===== config.mk =====
export PLATFORM = sky130hd
export DESIGN_NAME = uart_baud_gen
export DESIGN_NICKNAME = d
export VERILOG_FILES = /design/src/rtl/uart_baud_gen.sv
export SDC_FILE = /design/constraint.sdc
export NUM_CORES = 1
export LEC_CHECK = 0
export CAP_MARGIN = 20
export CORE_AREA = 5 5 92 94
export CTS_CLUSTER_DIAMETER = 80
export CTS_CLUSTER_SIZE = 16
export DETAILED_ROUTE_END_ITERATION = 16
export DIE_AREA = 0 0 97 99
export PLACE_DENSITY = 0.72
export SYNTH_ARGS = -nofsm -noshare
export SYNTH_HDL_FRONTEND = slang
export SYNTH_SLANG_ARGS = --single-unit

===== constraint.sdc =====
create_clock -name fclk -period 8.8 [get_ports fclk]
set_clock_uncertainty 0.1 [all_clocks]
set_input_delay 0.88 -clock fclk [delete_from_list [all_inputs] [get_ports fclk]]
set_output_delay 0.88 -clock fclk [all_outputs]
set_load 0.02 [all_outputs]

===== src/rtl/uart_baud_gen.sv =====
// uart_baud_gen: fractional baud-rate tick generator.
// Emits single-cycle enable strobes in the fclk domain:
// an oversample tick, a mid-bit tick and an end-of-bit tick.
// The period is a runtime-loadable integer divisor plus a fractional part.
// The fractional part is spread over ticks by a first-order accumulator,
// so each oversample period is either div or div+1 cycles long.
module uart_baud_gen #(
    parameter int DIV_W    = 16,
    parameter int FRAC_W   = 4,
    parameter int OSR      = 8,
    parameter int DEF_DIV  = 27,
    parameter int DEF_FRAC = 0
) (
    input  logic              fclk,
    input  logic              rst_n,
    input  logic              en,
    input  logic              load,
    input  logic [DIV_W-1:0]  div_int,
    input  logic [FRAC_W-1:0] div_frac,
    input  logic              resync,
    output logic              tick_os,
    output logic              tick_mid,
    output logic              tick_bit,
    output logic              cfg_err
);

    // Width of the oversample counter; a degenerate OSR still gets one bit.
    localparam int SC_W = (OSR > 1) ? $clog2(OSR) : 1;

    localparam logic [SC_W-1:0]   SC_MID   = SC_W'(OSR / 2 - 1);
    localparam logic [SC_W-1:0]   SC_LAST  = SC_W'(OSR - 1);
    localparam logic [DIV_W-1:0]  DIV_RST  = DIV_W'(DEF_DIV);
    localparam logic [FRAC_W-1:0] FRAC_RST = FRAC_W'(DEF_FRAC);
    localparam logic [DIV_W:0]    PC_ONE   = (DIV_W + 1)'(1);
    localparam logic [SC_W-1:0]   SC_ONE   = SC_W'(1);

    // Reject parameter sets the tick arithmetic cannot honour.
    generate
        if (FRAC_W < 1) begin : g_bad_frac
            $error("uart_baud_gen: FRAC_W must be at least 1");
        end
        if ((OSR < 4) || ((OSR % 2) != 0)) begin : g_bad_osr
            $error("uart_baud_gen: OSR must be even and at least 4");
        end
    endgenerate

    // Active configuration.
    logic [DIV_W-1:0]  div_reg,  div_next;
    logic [FRAC_W-1:0] frac_reg, frac_next;

    // Counters: the prescaler is one bit wider than the divisor so that
    // a full-scale divisor plus the extension cycle still fits.
    logic [DIV_W:0]    pc_reg,   pc_next;
    logic [FRAC_W-1:0] acc_reg,  acc_next;
    logic              ext_reg,  ext_next;
    logic [SC_W-1:0]   sc_reg,   sc_next;

    // Registered outputs.
    logic tick_os_reg,  tick_os_next;
    logic tick_mid_reg, tick_mid_next;
    logic tick_bit_reg, tick_bit_next;
    logic cfg_err_reg,  cfg_err_next;

    // Derived per-cycle terms.
    logic [DIV_W:0]  period_len;
    logic            period_end;
    logic [FRAC_W:0] acc_sum;
    logic            div_zero;

    // Current period length, end-of-period detect and fractional sum.
    always_comb begin
        period_len = {1'b0, div_reg} + {{DIV_W{1'b0}}, ext_reg};
        // >= rather than == keeps the prescaler self-recovering.
        period_end = (pc_reg >= (period_len - PC_ONE));
        acc_sum    = {1'b0, acc_reg} + {1'b0, frac_reg};
        div_zero   = (div_reg == '0);
    end

    // Next-state logic: load beats resync, resync beats tick generation.
    always_comb begin
        div_next      = div_reg;
        frac_next     = frac_reg;
        pc_next       = pc_reg;
        acc_next      = acc_reg;
        ext_next      = ext_reg;
        sc_next       = sc_reg;
        tick_os_next  = 1'b0;
        tick_mid_next = 1'b0;
        tick_bit_next = 1'b0;

        if (load) begin
            // New divisor; the period in progress is abandoned.
            div_next  = div_int;
            frac_next = div_frac;
            pc_next   = '0;
            acc_next  = '0;
            ext_next  = 1'b0;
            sc_next   = '0;
        end else if (resync) begin
            // Restart the bit phase, keeping the divisor.
            pc_next  = '0;
            acc_next = '0;
            ext_next = 1'b0;
            sc_next  = '0;
        end else if (en && !div_zero) begin
            if (period_end) begin
                pc_next       = '0;
                tick_os_next  = 1'b1;
                // Carry out of the accumulator stretches the next period.
                acc_next      = acc_sum[FRAC_W-1:0];
                ext_next      = acc_sum[FRAC_W];
                sc_next       = (sc_reg == SC_LAST) ? '0 : (sc_reg + SC_ONE);
                tick_mid_next = (sc_reg == SC_MID);
                tick_bit_next = (sc_reg == SC_LAST);
            end else begin
                pc_next = pc_reg + PC_ONE;
            end
        end

        // Tracks the divisor that will be active after this edge, so the
        // flag never lags the divisor register.
        cfg_err_next = (div_next == '0);
    end

    // State and output registers with asynchronous active-low clear.
    always_ff @(posedge fclk or negedge rst_n) begin
        if (!rst_n) begin
            div_reg      <= DIV_RST;
            frac_reg     <= FRAC_RST;
            pc_reg       <= '0;
            acc_reg      <= '0;
            ext_reg      <= 1'b0;
            sc_reg       <= '0;
            tick_os_reg  <= 1'b0;
            tick_mid_reg <= 1'b0;
            tick_bit_reg <= 1'b0;
            cfg_err_reg  <= (DEF_DIV == 0);
        end else begin
            div_reg      <= div_next;
            frac_reg     <= frac_next;
            pc_reg       <= pc_next;
            acc_reg      <= acc_next;
            ext_reg      <= ext_next;
            sc_reg       <= sc_next;
            tick_os_reg  <= tick_os_next;
            tick_mid_reg <= tick_mid_next;
            tick_bit_reg <= tick_bit_next;
            cfg_err_reg  <= cfg_err_next;
        end
    end

    assign tick_os  = tick_os_reg;
    assign tick_mid = tick_mid_reg;
    assign tick_bit = tick_bit_reg;
    assign cfg_err  = cfg_err_reg;

endmodule


# Yosys cells after proc, flatten, opt, wreduce, memory -nomap -nowiden
# Index checks and enable logic that the tools add are counted.
[classes]
n_addsub = 5
magnitude_cmp = 1
n_eq_ne = 2
mux = 30
reduce_logical = 7
[ops]
columns = ["op", "n"]
rows = [
  ["$mux 17", 4],
  ["$logic_not 16->1", 2],
  ["$add 16x1->17", 1],
  ["$add 17x1->17 const B", 1],
  ["$ge 17x17->1", 1],
  ["$sub 17x1->17 const B", 1],
  ["$mux 1", 16],
  ["$mux 16", 1],
  ["$mux 4", 4],
  ["$mux 3", 5],
  ["$reduce_bool 3->1", 2],
  ["$add 4x4->5", 1],
  ["$add 3x1->3 const B", 1],
  ["$eq 3x2->1 const B", 1],
  ["$eq 3x3->1 const B", 1],
  ["$reduce_and 2->1", 1],
  ["$logic_and 1x1->1", 1],
  ["$logic_not 1->1", 1],
]
[totals]
register_bits = 49
input_bits = 25
out_inout_bits = 4
elab_cells = 55

# Logic depth before layout (Yosys ltp)
[depth]
depth_word = 7
depth_mapped = 15
depth_no_buf = 13

# Least setup slack after synthesis
# Ideal clock, no wire load.
[synth_timing]
kind = "register to register"
from = "register div_reg[5]"
to = "register acc_reg[2]"
setup_time_ns = 0.120
arrival_ns = 3.029
slack_ns = 5.550
stages_incl_launch_ff = 14
cell_sequence = "dfrtp_1 nor4_1 nand2_1 nor4_1 xnor2_1 ha_1 and4_1 nand4_1 nor3_1 and2_1 clkbuf_1 buf_2 o211ai_1 o211a_1"
[synth_via]
elab_chain_len = 5
word_cells_on_any_way = 9
cone_classes = "add/sub (2); order compare (1); reduce/logical (6)"
[synth_lines]
columns = ["item", "line_no", "text"]
rows = [
  ["from (decl)", "48", "logic [DIV_W-1:0] div_reg, div_next;"],
  ["from (signal assigned)", "139", "div_reg <= div_next;"],
  ["$add 16x1->17 / $logic_not 16->1 (equally long branches)", "72, 76", ""],
  ["$sub 17x1->17 / $logic_not 1->1 (equally long branches)", "74, 105", ""],
  ["$ge 17x17->1 / $logic_and 1x1->1 (equally long branches)", "74, 105", ""],
  ["$reduce_bool 3->1 (no line)", "-", ""],
  ["$reduce_and 2->1 (no line) *", "-", ""],
  ["to (signal assigned)", "142", "acc_reg <= acc_next;"],
  ["to (decl)", "54", "logic [FRAC_W-1:0] acc_reg, acc_next;"],
]
# Mark *: on every way between the ends. The rest lies on a longest branch, timed or not.
# A chain may end at the register's enable or synchronous reset.

# Final worst setup path
[layout_timing]
from = "register div_reg[5]"
to = "register pc_reg[12]"
[layout_via]
elab_chain_len = 7
word_cells_on_any_way = 11
cone_classes = "add/sub (2); order compare (1); mux (4); reduce/logical (4)"
[layout_lines]
columns = ["item", "line_no", "text"]
rows = [
  ["$add 16x1->17", "72", "period_len = {1'b0, div_reg} + {{DIV_W{1'b0}}, ext_reg};"],
  ["$sub 17x1->17", "74", "period_end = (pc_reg >= (period_len - PC_ONE));"],
  ["$ge 17x17->1", "74", ""],
  ["$mux 17", "106", "if (period_end) begin"],
  ["$mux 17", "105", "end else if (en && !div_zero) begin"],
  ["$mux 17", "99", "end else if (resync) begin"],
  ["$mux 17", "91", "if (load) begin"],
  ["to (signal assigned)", "141", "pc_reg <= pc_next;"],
  ["to (decl)", "53", "logic [DIV_W:0] pc_reg, pc_next;"],
]
# Parallel ways exist; a longest one is shown, timed or not. The select of a mux whose other input is x is not followed.

==> results.rst <==
.. list-table::
   :header-rows: 1

   * - Metric
     - Value
   * - Result of the run
     - finished clean
   * - Total routed wirelength
     - approximately 7500 µm
   * - Most used cells in the layout excluding fill and tap cells
     - 45 x dfrtp_1, 38 x nand2_1, 27 x ha_1, 27 x clkdlybuf4s50_1, 18 x mux2_2
   * - Tot GR Track Use
     - around 16%
   * - Quantity of hold-fixing buffers added after cts
     - 0
   * - Number of endpoints failing setup at the final stage
     - 0
   * - Cells after synthesis
     - approximately 330
   * - Clock buffers created by TritonCTS
     - 5
   * - Final TNS setup
     - 0 ps
   * - Signal arrival time at the worst endpoint
     - around 4300 ps
   * - Kind of end point of the critical path
     - register
   * - Most area-hungry cell type in the Yosys netlist
     - dfrtp_1
   * - Total core area
     - between 0.007 and 0.008 mm²
   * - Highest achievable clock rate
     - ~0.24 GHz
   * - Port-buffer cells
     - 28
   * - Tightest Hold Check Type
     - input port to async pin
   * - Largest cells by area after synthesis
     - dfrtp_1 35%, ha_1 10%, mux2_2 6.2%
   * - Number of flops mapped to enable cells by yosys
     - 0
   * - Weighted congestion at the end of routability-driven global placement
     - just over 0.8
   * - Required time of the critical path
     - 8950 ps
   * - Post-synthesis async set-or-reset flop share
     - 100.0%
   * - Cell area after technology mapping
     - between 0.003 and 0.004 mm²
   * - Length in cells of the worst reg-to-reg path
     - 11
   * - Max VDD drop
     - 74.81 µV
   * - Initial antenna violation count
     - 0
   * - Count of nets after finishing
     - about 410
   * - Total of max-cap violations
     - 0
   * - Die Footprint
     - about 0.0096 mm²
   * - P_leak
     - 1.632 nW
   * - CTS tree
     - built
   * - Dominant synthesized flop cell
     - dfrtp_1
   * - Unique masters post-synth
     - 52
   * - Critical Path Start Type
     - register
   * - Vias in the first global route
     - between 2,000 and 3,000
   * - Synthesized Nets
     - approximately 390
   * - Post-CTS sizing
     - 0
   * - Sequential share of the synthesized area
     - between 30% and 40%
   * - Wire length of the first global-routing pass
     - around 13,000 µm
   * - Die outline width
     - slightly below 100 µm
   * - Max FO, Critical Path
     - 14
   * - Count of final max-slew check failures
     - 0
   * - Number of hold violations in the final report
     - 0
   * - Final Hold Slack
     - about 360 ps
   * - Min Clock Period, post-route
     - approximately 4200 ps
   * - R2R setup slack
     - roughly 4600 ps
   * - Avg Inst Size Synth
     - approximately 9.8 µm²
   * - Category of the most critical setup path
     - register to register
   * - I/O Pins
     - 29
   * - Start point of the critical path
     - div_reg[5]$_DFF_PN0_
   * - Clock Latency Late Sink
     - 320 ps
   * - Post-detailed-route count of antenna-violating nets
     - 0
   * - Average vias per placed instance
     - between 5 and 6
   * - Die Y
     - between 90 and 100 µm
   * - Max FFs per register
     - 17
   * - Setup fix buffers added after clock tree synthesis
     - 0
   * - Total power density per cell area
     - 123.3 mW/mm²
   * - Most common cell after layout, fill and taps aside
     - dfrtp_1
   * - Total grt overflow
     - 0
   * - Post-CTS clock slew at the launch and capture registers of the worst setup and hold paths
     - about 100 ps
   * - Yosys top cell area share
     - 34.59%
   * - Routed wirelength normalized by instance count
     - 16.49 µm
   * - Remaining max-slew budget at the tightest pin
     - between 30% and 40%
   * - Number of placement rows
     - 32
   * - Max Buffers Root-to-Sink
     - 2
   * - H-tree lvl count
     - 2
   * - Number of synthesized register bits
     - 49
   * - Initial core utilization
     - 43.02%
   * - Antenna diode instance count
     - 0
   * - Number of search-and-repair iterations in the first detailed-routing pass
     - 4
   * - DRC Markers
     - 0
   * - Unrepaired setup endpoints after global routing
     - no
   * - Area added between synthesis and finish
     - 13.84%
   * - Tightest Pin Transition
     - 984.0 ps
   * - Clock tree sinks
     - 49
   * - Pin count of the biggest net entering global routing
     - 50
   * - FF-to-FF Start
     - div_reg[5]$_DFF_PN0_
   * - Final clock period utilization by the worst path
     - 47.63%
   * - Vias
     - around 2,700
   * - Share of post-route cells with drive strength above 1
     - roughly 13%
   * - Root Driver
     - clkbuf_8
   * - Warnings, synthesis
     - 0
   * - Hpwl dp
     - 5478 µm
   * - First-iteration detailed-routing DRC count
     - roughly 180
==> cell families (layout without fill, tap and decap cells) <==
kind of cell	count (synthesis)	in the layout	share of synthesized area (%)
AO/OA/AOI/OAI	63	63	14.91
XOR/XNOR	16	16	4.304
adder cells (fa/ha/maj)	28	28	10.99
buffers and inverters	23	45	3.075
flip-flops	49	49	37.82
multiplexers	18	18	6.226
AND/OR/NAND/NOR	135	135	22.67
==> path summary, 6_finish.rpt <==
kind / end
setup / recovery: pc_reg[12]$_DFFE_PN0P_
hold / removal: sc_reg[2]$_DFFE_PN0P_
setup reg to reg: pc_reg[12]$_DFFE_PN0P_
hold reg to reg: frac_reg[0]$_DFFE_PN0P_
max in group asynchronous: div_reg[4]$_DFF_PN1_
min in group fclk: frac_reg[0]$_DFFE_PN0P_
==> synth_stat cells, types with 3 or more instances <==
library cell / count
a21o_1: 5
a22o_1: 6
o211a_1: 4
and3_1: 10
xnor2_1: 12
nor4_1: 13
o41ai_1: 3
and2_1: 3
mux2_2: 18
nand2_1: 38
a41o_1: 3
nand3_1: 15
a21oi_1: 11
nor3_1: 9
ha_1: 27
nand4_1: 11
inv_1: 7
nor2_1: 15
o21ai_0: 6
dfrtp_1: 45
clkbuf_1: 10
o211ai_1: 8
buf_2: 5
dfstp_2: 4
xor2_1: 4
a32oi_1: 4
==> critical path, stage by stage (launching register included) <==
cell,delay [ps]
dfrtp_1,430
nor4_1,480
nand2_1,290
nor4_1,390
xnor2_1,160
ha_1,270
a21oi_1,160
nand2_1,70
a21oi_1,200
nand3_1,520
nor4_2,790
a22o_1,250
==> area by class of cell <==
type                    count  area (µm²)
clock inverters             3       22.52
multi-input cells         260        1927
clock buffers               5       68.82
flip-flops and latches     49        1231
repair buffers             30       302.8
inverters                   7       26.28
fillers                   695        3861
well taps                 102       127.6
==> layer usage <==
layer	GRT usage, %	routed length (µm)	up-vias	share of wire [%]
met1	22.05	3378	1290	45
met3	2.902	449	8	6.0
li1	-	-	1293	-
met2	26.22	3607	82	48
met5	0	0	-	0
met4	3.888	85	0	1.1
==> where the power goes <==
part	total (W)	switching, W	leakage (nW)	internal, W
Clock	0.000137	0.0000806	0.0481	0.0000565
Sequential	0.000247	0.0000110	0.634	0.000236
Combinational	0.0000732	0.0000376	0.950	0.0000356
Total	0.000457	0.000129	1.63	0.000328
==> stage by stage <==
| step | utilization, % | instances | total power (W) | setup WS [ps] | area (µm²) |
|---|---|---|---|---|---|
| after global placement | 47.50 | 447 | 0.0003204 | 4805 | 3595 |
| after floorplan | - | 332 | 0.0002949 | 5550 | 3256 |
| after CTS | 48.71 | 455 | 0.0004638 | 4641 | 3686 |
| after global routing | 48.97 | 456 | 0.0004837 | 4269 | 3706 |
| after detailed placement | 47.50 | 447 | 0.0003234 | 4658 | 3595 |
| final | 48.97 | 456 | 0.0004570 | 4609 | 3706 |
Note: power is estimated with default switching activity, not from simulation.
